===== src/rtl/dsky_relay_decoder.sv =====
// -----------------------------------------------------------------------------
// dsky_relay_decoder
//
// Consumes the AGC relay-word outputs (RYWD16/14/13/12 row select and
// RLYB11..RLYB01 data), rejects short-lived glitches by requiring the same
// nonzero word for STABLE_CYCLES consecutive samples, and commits each stable
// word into a 12-row DSKY image. A registered read port returns a row's raw
// contents together with its two decoded relay digits.
//
// Ports:
//   SIM_CLK              system clock (51.2 MHz)
//   SIM_RST              synchronous, active-high reset
//   RYWD16..RYWD12       row address bits 3..0
//   RLYB11..RLYB01       relay data bits 10..0
//   rd_addr[3:0]         read row select (1..12 valid)
//   rd_word[10:0]        stored row data, one cycle after rd_addr
//   rd_dig_hi[3:0]       decoded digit from data[9:5] (15 blank, 14 invalid)
//   rd_dig_lo[3:0]       decoded digit from data[4:0] (15 blank, 14 invalid)
//   upd                  one-cycle pulse on each committed row write
//   upd_addr[3:0]        row written; holds its last value when upd is low
//   commit_cnt[15:0]     number of row writes, wraps
//   bad_cnt[7:0]         number of stable words addressing rows 13..15,
//                        saturates at 255
//
// STABLE_CYCLES: consecutive identical samples needed to commit (2..255).
// -----------------------------------------------------------------------------
module dsky_relay_decoder #(
    parameter int unsigned STABLE_CYCLES = 8
) (
    input  logic        SIM_CLK,
    input  logic        SIM_RST,
    input  logic        RYWD16,
    input  logic        RYWD14,
    input  logic        RYWD13,
    input  logic        RYWD12,
    input  logic        RLYB11,
    input  logic        RLYB10,
    input  logic        RLYB09,
    input  logic        RLYB08,
    input  logic        RLYB07,
    input  logic        RLYB06,
    input  logic        RLYB05,
    input  logic        RLYB04,
    input  logic        RLYB03,
    input  logic        RLYB02,
    input  logic        RLYB01,
    input  logic [3:0]  rd_addr,
    output logic [10:0] rd_word,
    output logic [3:0]  rd_dig_hi,
    output logic [3:0]  rd_dig_lo,
    output logic        upd,
    output logic [3:0]  upd_addr,
    output logic [15:0] commit_cnt,
    output logic [7:0]  bad_cnt
);

    // The sample that completes a run of STABLE_CYCLES is the one taken
    // while cnt already holds STABLE_CYCLES-1.
    localparam logic [7:0] LAST_CNT = 8'(STABLE_CYCLES - 1);

    typedef enum logic [1:0] {
        IDLE,
        SETTLE,
        HOLD
    } state_t;

    // Current relay word {row[3:0], data[10:0]}; it is captured by the
    // candidate/counter registers on every edge, so each edge sees one sample.
    logic [14:0] s_word;

    state_t      state, state_n;
    logic [14:0] cand, cand_n;
    logic [7:0]  cnt, cnt_n;
    logic        commit;

    logic [3:0]  cand_row;
    logic        write_row;
    logic        bad_row;

    logic [10:0] rows [1:12];
    logic [10:0] rd_raw;

    assign s_word = {RYWD16, RYWD14, RYWD13, RYWD12,
                     RLYB11, RLYB10, RLYB09, RLYB08, RLYB07, RLYB06,
                     RLYB05, RLYB04, RLYB03, RLYB02, RLYB01};

    // Relay 5-bit segment code to digit; all-zero is a blank position.
    function automatic logic [3:0] decode_digit(input logic [4:0] code);
        case (code)
            5'b00000: decode_digit = 4'd15;
            5'b10101: decode_digit = 4'd0;
            5'b00011: decode_digit = 4'd1;
            5'b11001: decode_digit = 4'd2;
            5'b11011: decode_digit = 4'd3;
            5'b01111: decode_digit = 4'd4;
            5'b11110: decode_digit = 4'd5;
            5'b11100: decode_digit = 4'd6;
            5'b10011: decode_digit = 4'd7;
            5'b11101: decode_digit = 4'd8;
            5'b11111: decode_digit = 4'd9;
            default:  decode_digit = 4'd14;
        endcase
    endfunction

    // -------------------------------------------------------------------------
    // Glitch-filter FSM: next state and commit strobe
    // -------------------------------------------------------------------------
    always_comb begin
        // NOTE: every signal written here gets a default first, so no path
        // leaves one unassigned and no latch is inferred.
        state_n = state;
        cand_n  = cand;
        cnt_n   = cnt;
        commit  = 1'b0;

        case (state)
            IDLE: begin
                if (s_word != '0) begin
                    state_n = SETTLE;
                    cand_n  = s_word;
                    cnt_n   = 8'd1;
                end
            end

            SETTLE: begin
                if (s_word == '0) begin
                    state_n = IDLE;
                end else if (s_word == cand) begin
                    cnt_n = cnt + 8'd1;
                    if (cnt == LAST_CNT) begin
                        commit  = 1'b1;
                        state_n = HOLD;
                    end
                end else begin
                    cand_n = s_word;
                    cnt_n  = 8'd1;
                end
            end

            HOLD: begin
                // A word held indefinitely is committed only once.
                if (s_word == '0) begin
                    state_n = IDLE;
                end else if (s_word != cand) begin
                    state_n = SETTLE;
                    cand_n  = s_word;
                    cnt_n   = 8'd1;
                end
            end

            default: begin
                state_n = IDLE;
            end
        endcase
    end

    always_ff @(posedge SIM_CLK) begin
        // NOTE: sequential state uses non-blocking assignments so every
        // register samples pre-edge values and updates together.
        if (SIM_RST) begin
            state <= IDLE;
            cand  <= '0;
            cnt   <= '0;
        end else begin
            state <= state_n;
            cand  <= cand_n;
            cnt   <= cnt_n;
        end
    end

    // -------------------------------------------------------------------------
    // Commit classification: rows 1..12 are written, 0 is silently accepted,
    // 13..15 are counted as bad.
    // -------------------------------------------------------------------------
    assign cand_row  = cand[14:11];
    assign write_row = commit && (cand_row >= 4'd1) && (cand_row <= 4'd12);
    assign bad_row   = commit && (cand_row >= 4'd13);

    // Unmapped read addresses yield zero data, which decodes to blank digits.
    always_comb begin
        rd_raw = '0;
        if ((rd_addr >= 4'd1) && (rd_addr <= 4'd12)) begin
            rd_raw = rows[rd_addr];
        end
    end

    // -------------------------------------------------------------------------
    // Row image, read port and status counters
    // -------------------------------------------------------------------------
    always_ff @(posedge SIM_CLK) begin
        if (SIM_RST) begin
            // NOTE: the row image is reset explicitly because never-written
            // rows must read back as zero; a reset-less RAM cannot promise it.
            for (int i = 1; i <= 12; i++) begin
                rows[i] <= '0;
            end
            rd_word    <= '0;
            rd_dig_hi  <= 4'd15;
            rd_dig_lo  <= 4'd15;
            upd        <= 1'b0;
            upd_addr   <= '0;
            commit_cnt <= '0;
            bad_cnt    <= '0;
        end else begin
            // Read uses the pre-edge row contents, so a same-edge commit to
            // the selected row shows up one cycle later (read-before-write).
            rd_word   <= rd_raw;
            rd_dig_hi <= decode_digit(rd_raw[9:5]);
            rd_dig_lo <= decode_digit(rd_raw[4:0]);

            upd <= write_row;
            if (write_row) begin
                rows[cand_row] <= cand[10:0];
                upd_addr       <= cand_row;
                commit_cnt     <= commit_cnt + 16'd1;
            end

            if (bad_row && (bad_cnt != 8'hFF)) begin
                bad_cnt <= bad_cnt + 8'd1;
            end
        end
    end

endmodule


===== config.mk =====
export PLATFORM = sky130hd
export DESIGN_NAME = dsky_relay_decoder
export DESIGN_NICKNAME = d
export VERILOG_FILES = /design/src/rtl/dsky_relay_decoder.sv
export SDC_FILE = /design/constraint.sdc
export NUM_CORES = 1
export LEC_CHECK = 0
export CORE_ASPECT_RATIO = 1.25
export CORE_MARGIN = 3
export CORE_UTILIZATION = 35
export DETAILED_ROUTE_END_ITERATION = 6
export GPL_ROUTABILITY_DRIVEN = 1
export PLACE_DENSITY_LB_ADDON = 0.1
export SLEW_MARGIN = 20
export SYNTH_ARGS = -nofsm -noshare
export SYNTH_HDL_FRONTEND = slang
export SYNTH_SLANG_ARGS = --single-unit

===== constraint.sdc =====
create_clock -name SIM_CLK -period 5.3 [get_ports SIM_CLK]
set_input_delay 1.325 -clock SIM_CLK [delete_from_list [all_inputs] [get_ports SIM_CLK]]
set_output_delay 1.325 -clock SIM_CLK [all_outputs]
set_load 0.01 [all_outputs]

# == Yosys cells after proc, flatten, opt, wreduce, memory -nomap -nowiden ==
# Memories as Yosys holds them, arrays and structs flattened. A register that Yosys moved wholly into a read port is not among the register bits.
# Cells that the tools add are included.
# totals
reg_bits,65
ramBits,132
romBits,256
inputBits,21
output_inout_bits,48
wordCells,81
memories,3
# mem_list
memory,words,width,rd,rd_ports_with_merged_regs,wr,line_no,rtl
rows,12,11,1,0,12,80,logic [10:0] rows [1:12];
(name not given),32,4,1,1,0,89,case (code)
(name not given),32,4,1,1,0,89,
# op_classes
addsub,3
magnitude_cmp,5
eq_ne,14
n_mux,32
n_bitwise,1
n_reduce_logical,14
# ops
cell,count
two-way mux 15 bit,5
one-hot mux 15 bit (3 select lines),1
two-way mux 8 bit,5
one-hot mux 8 bit (3 select lines),1
adder 16 x 1 -> 16 bit (second input constant),1
adder 8 x 1 -> 8 bit (second input constant),2
== test 15 bit,1
zero test 15 bit,1
inequality test 15 bit,1
nonzero test 15 bit,1
two-way mux 2 bit,6
two-way mux 11 bit,1
OR reduction 11 bit,1
two-way mux 1 bit,10
two-way mux 10 bit,1
inequality test 2 bit (second input constant),5
inequality test 3 bit (second input constant),3
== test 8 x 3 -> 1 bit (second input constant),1
>= comparator 4 x 1 -> 1 bit (second input constant),2
<= comparator 4 bit (second input constant),2
inequality test 8 bit (second input constant),1
one-hot mux 2 bit (3 select lines),1
AND reduction 6 bit,1
logical AND 1 bit,5
10 further kinds,10

# == Depth between registers and ports, before layout ==
# Gate-level depths: netlist of run 1.
# depth
word_depth,12
mapped_depth,14

# == Least setup slack after synthesis of run 1 ==
# OpenSTA, ideal clock, no wires.
# synth_timing
path_kind,input to register
from,input rd_addr[1]
to,register rd_dig_hi[1]
setup_ns,0.136
t_arrival_ns,4.176
required_time_ns,5.164
path_slack_ns,0.988
cell_stages,12
cell_sequence,buf_2 buf_1 clkbuf_1 buf_1 mux4_2 mux4_2 nand2_1 ha_1 nand2_1 mux2_2 nor3b_1 o21ai_0
# synth_between
elab_chain_cells,3
elab_cells_between_ends,5
cone_classes,order compare: 2; mux: 1; reduce/logical: 1; memory: 1
# synth_rtl
item,line_no,rtl
from (decl),47,"input logic [3:0] rd_addr,"
>= comparator 4 x 1 -> 1 bit / <= comparator 4 bit (equally long branches),182,if ((rd_addr >= 4'd1) && (rd_addr <= 4'd12)) begin
logical AND 1 bit,182,
two-way mux 10 bit *,182,
to (decl),49,"output logic [3:0] rd_dig_hi,"
# Every way passes the cells marked *; elsewhere a longest branch is shown, timed or not.
# A chain may end at the register's enable or synchronous reset.

==> results_dict.tcl, run 1 <==
set metrics [dict create \
    status "finished clean" \
    fin_hold_ws_ns 0.5097 \
    globalRouteTotalUtil_pct 16.64 \
    synth_enable_flop_cells 163 \
    finalNetCount 1012 \
    critPathKind "in2reg" \
    viasPerCell 4.956 \
    floorplan.die.width_um 164.3 \
    finalWirelength_mm 27.58 \
    fin_skew_ns 0.01393 \
    synth_top_flop_cell "sky130_fd_sc_hd__edfxtp_1" \
    port-buffer-count 68 \
    tritoncts.num_buffers 25 \
    cts-htree-levels 1 \
    cts.root.buffer_cell "sky130_fd_sc_hd__clkbuf_16" \
    floorplan.die_area_um2 33500 \
    layout_min_cycle_time_ns 3.867 \
    io-pin-count 69 \
    hold_buf_cts 0 \
    grt_max_degree 45 \
    max_cap_violations 0 \
    number_of_cells_traversed_by_the_worst_hold_path 1 \
    floorplan.die.height_um 203.9 \
    crit_path_end_kind "flip-flop" \
    netlist-cell-type-count 59 \
    post_route_cells_drive_above_1_share_pct 13.45 \
    timing_hold_violations_final 0 \
    cts.repair_timing.setup_buffer_count 0 \
    gp_routability_congestion 0.7601 \
    syn_area_um2 10960 \
    clock-sinks 236 \
    fin_area_um2 13020 \
    synth_top_cell_by_area "sky130_fd_sc_hd__edfxtp_1" \
    cts.repair.resized 0 \
    unrepaired_setup_endpoints_after_global_routing "no" \
    power_density_nw_per_um2 318.6 \
    ir_worst_vdd_v 0.0002147 \
    synth_area_per_cell_um2 12.43 \
    drt_drc_violations_left 0 \
    achievable-frequency_mhz 258.6 \
    routed_wire_length_per_instance_um 19.72 \
    cells_after_synthesis 882 \
    number_of_global_route_vias_before_repair 7004 \
    setup_violations 0 \
    timing.critical_path.fanout_max 12 \
    share_of_the_clock_period_used_by_the_worst_path_pct 72.95 \
    total_leakage_power_nw 4.682 \
    ff2ff_path_depth 8 \
    grt_overflow_total 0 \
    antenna_found_initial 0 \
    yosys_register_bits 236 \
    seq_area_frac_synth_pct 57.97 \
    tightest_slew_ns 0.9256 \
    required_time_at_the_worst_slack_endpoint_ns 5.49 \
    grt_first_pass_wirelength_mm 42.32 \
    maxSlewViolCount 0 \
    maxSlewHeadroom_pct 38.29 \
    startpoint_type "primary input" \
    dr_total_vias 6934 \
    drt_pre_antenna_iters 4 \
    worstSkewPairLatency_ns 0.52 \
    place.detailed.hpwl_mm 19.12 \
    cts_buffer_depth 3 \
    synth_top_area_share_pct 44.64 \
    yosys_warnings 0 \
    area_growth_from_synthesis_to_layout_pct 18.78 \
    synth.area.top_cells "sky130_fd_sc_hd__edfxtp_1, sky130_fd_sc_hd__dfxtp_1, sky130_fd_sc_hd__and2_1, sky130_fd_sc_hd__mux4_2, sky130_fd_sc_hd__mux2i_1" \
    cts.reportedPaths.clkPinSlew_ns 0.06 \
    tns_ns 0 \
    proportion_of_synthesized_flip_flops_having_asynchronous_set_or_reset_pct 0 \
    cts_tree "built" \
    start_util_pct 35.98 \
    drt_first_iter_violations 321 \
    min_path_type "reg2reg" \
    core_um2 30470 \
    cp_data_arrival_time_ns 4.06 \
    postRouteAntennaNets 0 \
    fp-row-count 71 \
    placement.cell_area_um2 12240 \
]
-- registers in the layout, summed over array words and instances (netlist names) --
name,count
state,2
rd_dig_hi,4
bad_cnt,8
cand,15
upd,1
rd_dig_lo,4
commit_cnt,16
rd_word,11
upd_addr,4
cnt,8
rows,163
-- cell usage in the layout, fill, tap and decap left out, types with 20 or more instances in the layout --
cell	Yosys	final
sky130_fd_sc_hd__and2_1	137	137
sky130_fd_sc_hd__mux4_2	37	37
sky130_fd_sc_hd__clkbuf_16	0	25
sky130_fd_sc_hd__nor2_1	58	58
sky130_fd_sc_hd__mux2i_1	40	40
sky130_fd_sc_hd__nor3_1	20	20
sky130_fd_sc_hd__conb_1	1	31
sky130_fd_sc_hd__clkdlybuf4s50_1	0	64
sky130_fd_sc_hd__xnor2_1	25	25
sky130_fd_sc_hd__dfxtp_1	73	73
sky130_fd_sc_hd__o21ai_0	23	22
sky130_fd_sc_hd__nand2_1	32	32
sky130_fd_sc_hd__edfxtp_1	163	163
sky130_fd_sc_hd__buf_4	0	31
-- stage by stage --
step | power (W) | setup slack (ns) | instances | utilization, %
2_1_floorplan | 0.002352 | 0.9876 | 912 | -
4_1_cts | 0.004207 | 1.381 | 1397 | 42.73
5_1_grt | 0.004311 | 1.095 | 1397 | 42.73
6_report | 0.004150 | 1.433 | 1399 | 42.74
3_5_place_dp | 0.002523 | 0.8462 | 1352 | 40.18
3_3_place_gp | 0.002523 | 0.8501 | 1352 | 40.18
-- cell type report --
type | instances | area [um2]
fill | 2868 | 17450
sequential | 236 | 6356
timing repair buffer | 99 | 893.4
inverter | 21 | 78.83
tap | 401 | 501.7
multi-input combinational | 595 | 4413
clock inverter | 13 | 113.9
clock buffer | 32 | 661.9
antenna | 2 | 5.005
-- path summary, 6_finish.rpt --
kind,start,to,slack [ns]
worst min-delay path,upd_addr[3],upd_addr[3],0.51
worst min register to register,upd_addr[3],upd_addr[3],0.51
worst max-delay path,RLYB09,rows[10][1],1.43
worst max register to register,cand[2],rows[10][1],1.85
-- kinds of logic (layout without fill, tap and decap cells) --
group,after synthesis,after routing,synth area share [%]
xor+xnor,36,36,2.876
simple gates,348,348,17.70
fa+ha+maj,13,13,1.484
mux,84,84,11.97
other cells,1,33,0.03420
compound gates,83,83,5.124
buf+inv,81,165,2.842
flops,236,236,57.97
-- cells in the mapped netlist (8+ instances only) --
master / instances
sky130_fd_sc_hd__edfxtp_1: 163
sky130_fd_sc_hd__and2_1: 137
sky130_fd_sc_hd__dfxtp_1: 73
sky130_fd_sc_hd__nor2_1: 58
sky130_fd_sc_hd__clkbuf_1: 49
sky130_fd_sc_hd__mux2i_1: 40
sky130_fd_sc_hd__mux4_2: 37
sky130_fd_sc_hd__nand2_1: 32
sky130_fd_sc_hd__xnor2_1: 25
sky130_fd_sc_hd__o21ai_0: 23
sky130_fd_sc_hd__nor3_1: 20
sky130_fd_sc_hd__inv_1: 18
sky130_fd_sc_hd__nand3_1: 18
sky130_fd_sc_hd__nor4_1: 17
sky130_fd_sc_hd__ha_1: 13
sky130_fd_sc_hd__or2_2: 12
sky130_fd_sc_hd__a21oi_1: 11
sky130_fd_sc_hd__nand4_1: 11
sky130_fd_sc_hd__o211ai_1: 11
sky130_fd_sc_hd__xor2_1: 11
sky130_fd_sc_hd__and3_1: 10
sky130_fd_sc_hd__nor2b_1: 8
-- routing by layer --
metal / routed length [um] / track usage (%) / vias up
li1: - / - / 3373
met1: 12340 / 22.39 / 3423
met2: 13710 / 28.31 / 112
met3: 964 / 2.352 / 26
met4: 571 / 4.140 / 0
met5: 0 / 0 / -
-- power by group --
group | internal, W | leakage (nW) | switching (W)
registers | 0.00205 | 2.17 | 0.0000540
logic | 0.000164 | 2.14 | 0.000203
clock network | 0.000975 | 0.377 | 0.000699
total | 0.00319 | 4.68 | 0.000956
-- worst max-delay path, cell delays in order --
cell	delay [ns]
sky130_fd_sc_hd__clkdlybuf4s50_1	0.51
sky130_fd_sc_hd__xnor2_1	0.16
sky130_fd_sc_hd__nand4_1	0.12
sky130_fd_sc_hd__nor2_1	0.33
sky130_fd_sc_hd__nand4_1	0.19
sky130_fd_sc_hd__or4b_1	0.67
sky130_fd_sc_hd__nor4_1	0.22
sky130_fd_sc_hd__buf_4	0.22
sky130_fd_sc_hd__or2_2	0.31
No activity file was read; power rests on OpenSTA's default activity.
==> inputs of run 2 (changes only) <==
clock period = 4 ns   (was 5.3 ns; I/O delays follow)
==> results_dict.tcl, run 2 (synthesis results as in run 1) <==
set metrics [dict create \
    cts_buffer_depth 3 \
    drt_drc_violations_left 0 \
    drt_first_iter_violations 348 \
    drt_pre_antenna_iters 5 \
    fin_skew_ns 0.01697 \
    worstSkewPairLatency_ns 0.52 \
    max_cap_violations 0 \
    start_util_pct 35.98 \
    top_regs "rows: 163 flops, commit_cnt: 16 flops, cand: 15 flops" \
    fp-row-count 71 \
    number_of_global_route_vias_before_repair 7108 \
    gp_routability_congestion 0.7746 \
    clock-sinks 236 \
    largest_register_ff_count 163 \
    area_growth_from_synthesis_to_layout_pct 21.21 \
    core_um2 30470 \
    top_register "rows" \
    floorplan.die_area_um2 33500 \
    io-pin-count 69 \
    viasPerCell 4.984 \
    cts.root.buffer_cell "sky130_fd_sc_hd__clkbuf_16" \
    cts-htree-levels 1 \
    cts.reportedPaths.clkPinSlew_ns 0.06 \
    fin_hold_ws_ns 0.4933 \
    grt_max_degree 57 \
    share_of_the_clock_period_used_by_the_worst_path_pct 86.38 \
    cts_tree "built" \
    final_common_cell "sky130_fd_sc_hd__edfxtp_1" \
    layout_min_cycle_time_ns 3.455 \
    placement.cell_area_um2 12430 \
    required_time_at_the_worst_slack_endpoint_ns 4.19 \
    post_route_cells_drive_above_1_share_pct 15.42 \
    place.detailed.hpwl_mm 19.86 \
    fin_cells 1419 \
    cts.repair_timing.setup_buffer_count 0 \
    achievable-frequency_mhz 289.4 \
    tritoncts.num_buffers 25 \
    cts.repair.resized 0 \
    timing_hold_violations_final 0 \
    hold_buf_cts 0 \
    floorplan.die.width_um 164.3 \
    critPathKind "in2reg" \
    routed_wire_length_per_instance_um 20.12 \
    startpoint_type "primary input" \
    tightest_slew_ns 1.100 \
    finalWirelength_mm 28.55 \
    ir_worst_vdd_v 0.0002608 \
    min_path_type "reg2reg" \
    dr_total_vias 7073 \
    grt_overflow_total 0 \
    fin_area_um2 13290 \
    unrepaired_setup_endpoints_after_global_routing "no" \
    power_density_nw_per_um2 431.9 \
    timing.critical_path.fanout_max 11 \
    worst_setup_slack_before_clock_tree_synthesis_ns -0.01447 \
    crit_path_end_kind "flip-flop" \
    maxSlewViolCount 0 \
    cp_data_arrival_time_ns 3.64 \
    grt_first_pass_wirelength_mm 43.74 \
    total_leakage_power_nw 4.833 \
    globalRouteTotalUtil_pct 17.21 \
    fin_ws_ns 0.5448 \
    finalNetCount 1034 \
    status "finished clean" \
    num_antenna_cells 0 \
    antenna_found_initial 1 \
    floorplan.die.height_um 203.9 \
    leading_cell_types_in_the_layout_fill_and_taps_excluded "sky130_fd_sc_hd__edfxtp_1, sky130_fd_sc_hd__and2_1, sky130_fd_sc_hd__dfxtp_1" \
    postRouteAntennaNets 0 \
    place.detailed.instances 1374 \
    setup_violations 0 \
    maxSlewHeadroom_pct 26.67 \
    port-buffer-count 68 \
]
==> run 2: cell count changes in the layout (fill, tap and decap cells not counted), sizes merged <==
cell    previous run  this run
clkinv            10         6
inv               20        19
diode              2         0
bufinv             2         4
buf               35        57
clkbuf            32        35
==> run 2: per-stage QoR <==
step,power (W),TNS (ns),utilization (%)
floorplan,0.003116,0,-
global placement,0.003370,-0.2121,40.80
detailed placement,0.003368,-0.1515,40.80
CTS,0.005811,0,43.62
global route,0.005953,0,43.62
finish,0.005740,0,43.62
==> run 2: final cells by class <==
cell class	count	area (um2)
Clock buffer	35	704.4
Clock inverter	10	152.6
Fill cell	2835	17180
Inverter	21	78.83
Multi-Input combinational cell	595	4413
Sequential cell	236	6356
Tap cell	401	501.7
Timing Repair Buffer	121	1084
==> run 2: worst max-delay path, stage by stage <==
cell and delay (ns):
sky130_fd_sc_hd__clkdlybuf4s50_1 0.53, sky130_fd_sc_hd__xnor2_1 0.15, sky130_fd_sc_hd__nand4_1 0.10, sky130_fd_sc_hd__nor4_1 0.30, sky130_fd_sc_hd__nand4_1 0.21, sky130_fd_sc_hd__or4b_1 0.67, sky130_fd_sc_hd__nor4_1 0.23, sky130_fd_sc_hd__buf_4 0.16
sky130_fd_sc_hd__or2_2 0.29
==> run 2: worst paths after layout <==
check | start | to | slack [ns] | depth (start not counted)
min reg2reg | upd_addr[2] | upd_addr[2] | 0.49 | 1
max reg2reg | cnt[3] | rows[8][6] | 0.71 | 8
max | RLYB05 | rows[8][6] | 0.54 | 9
min | upd_addr[2] | upd_addr[2] | 0.49 | 1
==> run 2: report_power, final <==
group          switching (W)  leakage [nW]  internal, W
clock               0.000949         0.411      0.00148
combinational       0.000295          2.25     0.000233
sequential         0.0000560          2.17      0.00272
total                0.00130          4.83      0.00444
==> run 2: metal layers <==
layer  wire, um  up-vias  global-route usage, %
li1           -     3408                      -
met1      13250     3514                  24.16
met2      13950      131                  28.90
met3       1004       20                  2.129
met4        346        0                  3.203
met5          0        -                      0
